==> config.mk <==
export PLATFORM = sky130hd
export DESIGN_NAME = serial_subtractor_ctrl
export DESIGN_NICKNAME = d
export VERILOG_FILES = /design/src/rtl/serial_subtractor_ctrl.sv
export SDC_FILE = /design/constraint.sdc
export NUM_CORES = 1
export LEC_CHECK = 0
export CAP_MARGIN = 20
export CORE_ASPECT_RATIO = 1.25
export CORE_MARGIN = 4
export CORE_UTILIZATION = 35
export CTS_CLUSTER_DIAMETER = 120
export DETAILED_ROUTE_END_ITERATION = 16
export GPL_ROUTABILITY_DRIVEN = 0
export GPL_TIMING_DRIVEN = 0
export PLACE_DENSITY_LB_ADDON = 0.3
export SETUP_SLACK_MARGIN = 0.05
export SYNTH_ARGS = -nofsm -noshare
export SYNTH_HDL_FRONTEND = slang
export SYNTH_SLANG_ARGS = --single-unit
==> constraint.sdc <==
create_clock -name clk -period 1.4 [get_ports clk]
set_input_delay 0.28 -clock clk [delete_from_list [all_inputs] [get_ports clk]]
set_output_delay 0.28 -clock clk [all_outputs]
set_load 0.02 [all_outputs]
==> src/rtl/serial_subtractor_ctrl.sv <==
// Bit-serial a - b - bin using one full-subtractor cell, LSB first, with valid/ready on both sides.
// Define SERIAL_SUB_OVF_EN to add the signed-overflow output ovf.
module serial_subtractor_ctrl #(
    parameter int WIDTH = 8
) (
    input  logic             clk,
    input  logic             rst_n,
    input  logic             in_valid,
    output logic             in_ready,
    input  logic [WIDTH-1:0] a,
    input  logic [WIDTH-1:0] b,
    input  logic             bin,
    output logic             out_valid,
    input  logic             out_ready,
    output logic [WIDTH-1:0] diff,
    output logic             bout
`ifdef SERIAL_SUB_OVF_EN
    ,
    output logic             ovf
`endif
);

    localparam int CW = (WIDTH > 1) ? $clog2(WIDTH) : 1;

    typedef enum logic [1:0] {
        IDLE,
        RUN,
        DONE
    } state_t;

    state_t           state;
    logic [WIDTH-1:0] a_sh;
    logic [WIDTH-1:0] b_sh;
    logic [WIDTH-1:0] d_sh;
    logic             br;
    logic [CW-1:0]    cnt;

    logic             cell_d;
    logic             cell_b;
    logic             last_bit;

    always_comb begin
        cell_d   = a_sh[0] ^ b_sh[0] ^ br;
        cell_b   = (~a_sh[0] & b_sh[0]) | (~(a_sh[0] ^ b_sh[0]) & br);
        last_bit = (cnt == CW'(WIDTH - 1));
    end

`ifdef SERIAL_SUB_OVF_EN
    logic msb_bin;
`endif

    always_ff @(posedge clk or negedge rst_n) begin
        if (!rst_n) begin
            state <= IDLE;
            a_sh  <= '0;
            b_sh  <= '0;
            d_sh  <= '0;
            br    <= 1'b0;
            cnt   <= '0;
`ifdef SERIAL_SUB_OVF_EN
            msb_bin <= 1'b0;
`endif
        end else begin
            unique case (state)
                IDLE: begin
                    if (in_valid) begin
                        a_sh  <= a;
                        b_sh  <= b;
                        br    <= bin;
                        cnt   <= '0;
                        state <= RUN;
                    end
                end
                RUN: begin
                    a_sh <= a_sh >> 1;
                    b_sh <= b_sh >> 1;
                    d_sh <= {cell_d, d_sh[WIDTH-1:1]};
                    br   <= cell_b;
                    cnt  <= cnt + 1'b1;
`ifdef SERIAL_SUB_OVF_EN
                    // br still holds the borrow into the MSB on the final cell cycle
                    if (last_bit) msb_bin <= br;
`endif
                    if (last_bit) state <= DONE;
                end
                DONE: begin
                    if (out_ready) state <= IDLE;
                end
                default: state <= IDLE;
            endcase
        end
    end

    assign in_ready  = (state == IDLE);
    assign out_valid = (state == DONE);
    assign diff      = d_sh;
    assign bout      = br;

`ifdef SERIAL_SUB_OVF_EN
    assign ovf = (state == DONE) & (msb_bin ^ br);
`endif

endmodule

==> results.txt, run 1 <==
----------------------------------------------------
[Logic synthesis]
  Synth Instances ... 119
  Synth cell types ... 28
  Dominant cells by area after synthesis ... sky130_fd_sc_hd__dfrtp_1 (51%), sky130_fd_sc_hd__mux2_2 (6.1%), sky130_fd_sc_hd__nor3b_1 (5.1%), sky130_fd_sc_hd__nor4b_1 (4.7%), sky130_fd_sc_hd__o221a_2 (4.5%)
  Synth warnings ... 0
  Number of flops mapped to enable cells by yosys ... 0
  Synth Flop Type ... sky130_fd_sc_hd__dfrtp_1
  Most used standard cells in the synthesized netlist ... sky130_fd_sc_hd__dfrtp_1 (30), sky130_fd_sc_hd__inv_1 (10), sky130_fd_sc_hd__nor3b_1 (10)
  Share of synthesized flip-flops with an asynchronous set or reset ... 100%
  Leading cell type by number of instances after synthesis ... sky130_fd_sc_hd__dfrtp_1
  Total standard cell area after synthesis ... 1490 sq um
  Top cell type's share of synthesized area ... 50.5%
  Yosys top cell by area ... sky130_fd_sc_hd__dfrtp_1
  Number of synthesized register bits ... 30
  Net count after synthesis ... 143
  Synthesized area per cell ... 12.5 sq um
  Sequential element share of the synthesized area ... 50.5%

[Floorplanning]
  Die Span Y ... 80.9 um
  Die Span X ... 66.3 um
  Total I/O pin count ... 32
  Initial cell density of the core ... 36.3%
  Row count ... 26
  Area enclosed by the die boundary ... 5360 sq um
  Core region area ... 4100 sq um

[Detailed routing]
  Routed wire length per instance ... 16.5 um
  DRC Markers ... 0
  Count of TritonRoute iterations in the first routing pass ... 4
  Vias per Instance ... 5.07
  ANT nets after route ... 0
  Routed via count ... 1176
  Final wirelength ... 3.84 mm
  First DRT Iteration DRCs ... 56

[Critical path]
  Type of the worst setup path ... flop to output pin
  Crit path capture type ... output pin
  Max FO, Critical Path ... 6
  R2r endpoint ... b_sh[6]
  Cell mode on critical path ... sky130_fd_sc_hd__buf_6
  Crit. path cell count ... 4
  Critical path cell sequence ... buf_6 -> buf_12 -> nor2_4 -> buf_6
  Cell count of the worst reg-to-reg path ... 4
  Signal arrival time at the worst endpoint ... 1190 ps
  CP top delay family ... flip-flops
  Number of buffer and inverter stages on the critical path ... 3
  Worst reg2reg setup slack ... -10 ps
  Max incr delay on CP ... 400 ps
  Worst R2R Start ... state[1]
  Kind of start point of the critical path ... flop
  Worst Path Required ... 1120 ps
  Slowest stage cell, crit path ... sky130_fd_sc_hd__dfrtp_1
  Critical path launch point ... state[1]

[Power]
  Total power density per cell area ... 2100 nW/um^2
  Total leakage power ... 1.04 nW
  Worst IR Drop VDD ... 0.00134 V

[STA]
  Final-layout worst hold slack ... 363 ps
  Largest clock skew in the final design ... 8.86 ps
  Endpoints failing setup ... 3
  Headroom to the max-slew limit ... 61.9%
  Peak Freq ... 0.680 GHz
  Period utilization ... 105%
  Worst Setup Slack, final ... -71.2 ps
  RSZ-0062 raised after global routing ... true
  Shortest period the worst path allows ... 1470 ps
  Max Transition Viols Final ... 0
  Hold Fails Final Rpt ... 0
  Worst Max-Slew Pin Slew ... 569 ps

[Clock network]
  TritonCTS clock tree ... built
  Count of clock tree sinks ... 30
  Clock-pin transition on the worst setup and hold timing paths ... 70 ps
  H-Tree Depth ... 2
  CTS buffer count ... 5
  Cts-stage hold buffer count ... 0
  Later-pin clock latency in the skew report ... 280 ps
  Master cell of the clock root buffer ... sky130_fd_sc_hd__clkbuf_8
  Maximum buffer depth of the clock tree ... 2

[Run status]
  Result of the run ... complete, but fails checks
  Violated checks ... setup timing

[Placed design]
  Placed cell areas ... 1890 sq um
  Placed wire-length estimate after detailed placement ... 2.38 mm
  Placement-stage worst setup slack ... -493 ps
  Placed insts ... 207
  Number of buffers added on ports ... 31

[Finish]
  # diodes ... 0
  Layout-stage area growth over the synthesis result ... 58.9%
  Final core utilization ... 57.6%
  Count of placed standard cells in the final layout, fillers left out ... 232
  Fillers ... 364
  Layout cell share with drive strength beyond 1 ... 42.0%
  Area taken by multi-input logic gates ... 787 sq um
  Post-route standard cell area excluding fillers ... 2360 sq um
  Total Nets Final ... 199
  Sequential standard cell area ... 752 sq um

[Global route]
  Global-route total usage across every layer ... 14.4%
  Grt ovf ... 0
  Vias in the first global route ... 1178
  Initial antenna violation count ... 0
  Wire length of the first global-routing pass ... 5.69 mm
  Largest net degree at the start of global routing ... 22

[Hold path]
  Class of the tightest hold or removal check ... input port to asynchronous set/reset pin

[Run]
  Number of violations of the max-capacitance limit ... 0

----------------------------------------------------
==> per-layer routing <==
metal  wire length [um]  track usage (%)
met1               1560             16.8
met2               2000             24.2
met3                196             3.60
met4                 79             7.32
met5                  0                0
==> cell type report <==
class	instances	share of cell area, %
Multi-Input combinational cell	68	33.3
Buffer	10	5.03
Timing Repair Buffer	50	21.4
Tap cell	56	2.97
Clock inverter	1	0.212
Sequential cell	30	31.8
Inverter	10	1.59
Clock buffer	7	3.65
==> logic make-up (layout without fill, tap and decap cells) <==
| kind of cell | Yosys count | after routing | synth area share [%] |
|---|---|---|---|
| AO/OA/AOI/OAI | 23 | 23 | 13.7 |
| adder cells (fa/ha/maj) | 3 | 3 | 3.03 |
| buffers and inverters | 21 | 78 | 7.74 |
| flip-flops | 30 | 30 | 50.5 |
| multiplexers | 9 | 9 | 6.73 |
| AND/OR/NAND/NOR | 33 | 33 | 18.3 |
==> state kept, by name, indices dropped and copies added, names as in the netlist <==
| register | count |
|---|---|
| b_sh | 8 |
| bout | 1 |
| cnt | 3 |
| diff | 8 |
| state | 2 |
| a_sh | 8 |
==> worst max-delay path by stage <==
stage	endpoint
after CTS	in_ready
after global routing	in_ready
final	in_ready
after detailed placement	b_sh[3]
after global placement	b_sh[0]
after floorplan	diff[7]
==> per-stage QoR <==
| stage | setup TNS [ps] | power, mW |
|---|---|---|
| after floorplan | 0 | 2.89 |
| after global placement | -20040 | 3.50 |
| after detailed placement | -7390 | 3.59 |
| after CTS | -165 | 4.58 |
| after global routing | -321 | 5.26 |
| final | -142 | 4.95 |
==> power breakdown <==
group          switching [mW]  internal, mW
registers               0.261          1.30
clock network           0.318         0.396
logic                    1.18          1.50
==> timing repair <==
item,in CTS,in global routing
resized for setup,44,32
setup endpoints to repair,29,21
pin swaps,2,7
endpoints found under the hold margin,0,0
cloned,1,1
setup buffers,4,13
==> cells in the final DEF, fill, tap and decap left out, types with 2 or more instances in the layout <==
master,netlist,layout
sky130_fd_sc_hd__dfrtp_1,30,29
sky130_fd_sc_hd__clkdlybuf4s50_1,0,19
sky130_fd_sc_hd__buf_6,3,12
sky130_fd_sc_hd__buf_4,2,12
sky130_fd_sc_hd__inv_1,10,10
sky130_fd_sc_hd__dlygate4sd2_1,0,9
sky130_fd_sc_hd__mux2_2,8,8
sky130_fd_sc_hd__nor3b_1,10,7
sky130_fd_sc_hd__nor4b_4,0,6
sky130_fd_sc_hd__o221a_2,6,6
sky130_fd_sc_hd__clkbuf_8,0,6
sky130_fd_sc_hd__a211oi_2,0,5
sky130_fd_sc_hd__or4b_1,6,5
sky130_fd_sc_hd__nor3b_2,0,3
sky130_fd_sc_hd__a22o_1,3,3
sky130_fd_sc_hd__a211oi_1,8,3
sky130_fd_sc_hd__buf_8,0,2
sky130_fd_sc_hd__nor2b_1,2,2
sky130_fd_sc_hd__a211o_1,2,2
sky130_fd_sc_hd__ha_1,2,2
sky130_fd_sc_hd__buf_16,0,2
(Power assumes the default switching activity.)
==> run 2: changes to the inputs <==
==> constraint.sdc (replaced) <==
create_clock -name clk -period 1.3 [get_ports clk]
set_input_delay 0.26 -clock clk [delete_from_list [all_inputs] [get_ports clk]]
set_output_delay 0.26 -clock clk [all_outputs]
set_load 0.02 [all_outputs]
==> results.txt, run 2 (synthesis gave the netlist of run 1 again) <==
----------------------------------------------------
[Run status]
  Result of the run ... complete, but fails checks
  Violated checks ... setup timing

[Critical path]
  Worst reg2reg setup slack ... -140 ps (-130 ps)
  Cell count of the worst reg-to-reg path ... 4 (unchanged)
  Crit path capture type ... output pin
  Kind of start point of the critical path ... flop
  Max FO, Critical Path ... 10 (+4)
  R2r endpoint ... b_sh[6]
  Signal arrival time at the worst endpoint ... 1200 ps (about the same)
  Worst R2R Start ... state[1]
  Type of the worst setup path ... flop to output pin
  Worst Path Required ... 1040 ps (-80 ps)

[Global route]
  Wire length of the first global-routing pass ... 5.98 mm (+5.2%)
  GR Layer Usage met1 ... 16.6% (-0.20 points)
  Largest net degree at the start of global routing ... 18 (-18%)
  Grt met3 use ... 4.70% (+1.1 points)
  Global-route total usage across every layer ... 14.7% (+0.34 points)
  Top Usage Layer GRT ... met2
  Initial antenna violation count ... 0 (unchanged)
  Met2 layer usage reported by global route ... 25.1% (+0.89 points)
  Vias in the first global route ... 1256 (+6.6%)
  Grt ovf ... 0 (unchanged)

[Detailed routing]
  DRC Markers ... 0 (unchanged)
  Final wirelength ... 3.97 mm (+3.4%)
  Routed wire length per instance ... 17.2 um (+3.8%)
  ANT nets after route ... 0 (unchanged)
  Routed via count ... 1195 (+1.6%)
  Vias per Instance ... 5.17 (+2.1%)
  First DRT Iteration DRCs ... 16 (-71%)
  Count of TritonRoute iterations in the first routing pass ... 4 (unchanged)

[Clock network]
  H-Tree Depth ... 2 (unchanged)
  CTS buffer count ... 5 (unchanged)
  Count of clock tree sinks ... 30 (unchanged)
  Cts-stage hold buffer count ... 0 (unchanged)
  Later-pin clock latency in the skew report ... 280 ps (about the same)
  Maximum buffer depth of the clock tree ... 2 (unchanged)
  Master cell of the clock root buffer ... sky130_fd_sc_hd__clkbuf_8
  TritonCTS clock tree ... built
  Clock-pin transition on the worst setup and hold timing paths ... 70 ps (about the same)

[Floorplanning]
  Area enclosed by the die boundary ... 5360 sq um (unchanged)
  Die Span X ... 66.3 um (unchanged)
  Total I/O pin count ... 32 (unchanged)
  Initial cell density of the core ... 36.3% (unchanged)
  Row count ... 26 (unchanged)
  Core region area ... 4100 sq um (unchanged)
  Die Span Y ... 80.9 um (unchanged)

[Finish]
  Total Nets Final ... 198 (-0.50%)
  Most frequent standard cell in the layout excluding fill and tap cells ... sky130_fd_sc_hd__dfrtp_1
  Final core utilization ... 58.7% (+1.1 points)
  Fillers ... 350 (-3.8%)
  Layout cell share with drive strength beyond 1 ... 48.6% (+6.5 points)
  Post-route standard cell area excluding fillers ... 2410 sq um (+1.9%)
  # diodes ... 0 (unchanged)
  Count of placed standard cells in the final layout, fillers left out ... 231 (-0.43%)
  Leading cell types in the layout, fill and taps excluded ... sky130_fd_sc_hd__dfrtp_1 (28), sky130_fd_sc_hd__clkdlybuf4s50_1 (19), sky130_fd_sc_hd__buf_6 (12)
  Layout-stage area growth over the synthesis result ... 62.0%

[STA]
  Endpoints failing setup ... 25 (+22)
  Final-layout worst hold slack ... 427 ps (+64.0 ps)
  Worst Max-Slew Pin Slew ... 761 ps (+192 ps)
  Shortest period the worst path allows ... 1460 ps
  RSZ-0062 raised after global routing ... true
  Period utilization ... 112%
  Worst Setup Slack, final ... -161 ps (-89.8 ps)
  Post-Route Setup TNS ... -1840 ps (-1700 ps)
  Hold Fails Final Rpt ... 0 (unchanged)
  Peak Freq ... 0.684 GHz
  Largest clock skew in the final design ... 10.0 ps (+1.15 ps)
  Max Transition Viols Final ... 0 (unchanged)
  Headroom to the max-slew limit ... 49.1% (-13 points)

[Placed design]
  Placement-stage worst setup slack ... -608 ps (-115 ps)
  Placed insts ... 207 (unchanged)
  Number of buffers added on ports ... 31 (unchanged)
  Placed cell areas ... 1900 sq um (+0.20%)
  Placed wire-length estimate after detailed placement ... 2.38 mm (about the same)

[Power]
  Worst IR Drop VDD ... 0.000942 V (-30%)
  Comb pwr share ... 56.7% (+2.6 points)
  Part of the total power dissipated in the clock network ... 13.1% (-1.3 points)
  Cell internal power dissipation ... 3.79 mW (+19%)
  Sequential power share ... 30.1% (-1.4 points)
  Sw Pwr ... 2.01 mW (+15%)
  Total leakage power ... 1.07 nW (+2.3%)
  Fraction of power spent switching nets ... 34.7% (-0.79 points)
  Total power density per cell area ... 2410 nW/um^2 (+15%)
  Power Total ... 5.81 mW (+17%)

[Run]
  Number of violations of the max-capacitance limit ... 0 (unchanged)

[Hold path]
  Class of the tightest hold or removal check ... input port to asynchronous set/reset pin

----------------------------------------------------
[run 2: worst max-delay path by stage]
stage                  start        to  cells after the start
floorplan               bout   diff[7]                      3
global placement       rst_n      bout                      1
detailed placement  in_valid   b_sh[0]                      5
CTS                 state[1]  in_ready                      4
global route        state[1]  in_ready                      4
finish              state[1]  in_ready                      4
[run 2: final cells by class]
type                            instances  area, sq um  share of cell area [%]
Clock buffer                            7         86.3                    3.59
Inverter                               10         37.5                    1.56
Buffer                                 10          114                    4.73
Multi-Input combinational cell         68          841                    34.9
Tap cell                               56         70.1                    2.91
Clock inverter                          1         5.00                   0.208
Timing Repair Buffer                   49          500                    20.8
Sequential cell                        30          753                    31.3
[run 2: what timing repair did]
| item | in CTS | in global routing |
|---|---|---|
| resized for setup | 59 | 47 |
| pin swaps | 2 | 11 |
| buffers inserted | 7 | 9 |
| setup endpoints to repair | 33 | 38 |
| cloned | 2 | 1 |
[run 2: metal layers]
metal | routed length [um] | vias to the layer above
li1 | - | 555
met1 | 1540 | 600
met2 | 2190 | 34
met3 | 183 | 6
met4 | 61 | 0
met5 | 0 | -
[run 2: power groups by stage]
stage,clock network [mW],logic (mW),registers (mW)
2_1_floorplan,0,1.32,1.81
3_3_place_gp,0,2.10,1.68
3_5_place_dp,0,2.16,1.71
4_1_cts,0.781,2.78,1.69
5_1_grt,0.831,3.52,1.80
6_report,0.763,3.29,1.75
[run 2: worst max-delay path, cell delays in order, from the launching register on]
cell,delay [ps]
sky130_fd_sc_hd__dfrtp_1,400
sky130_fd_sc_hd__buf_6,150
sky130_fd_sc_hd__buf_6,150
sky130_fd_sc_hd__nor2_4,100
sky130_fd_sc_hd__buf_6,120
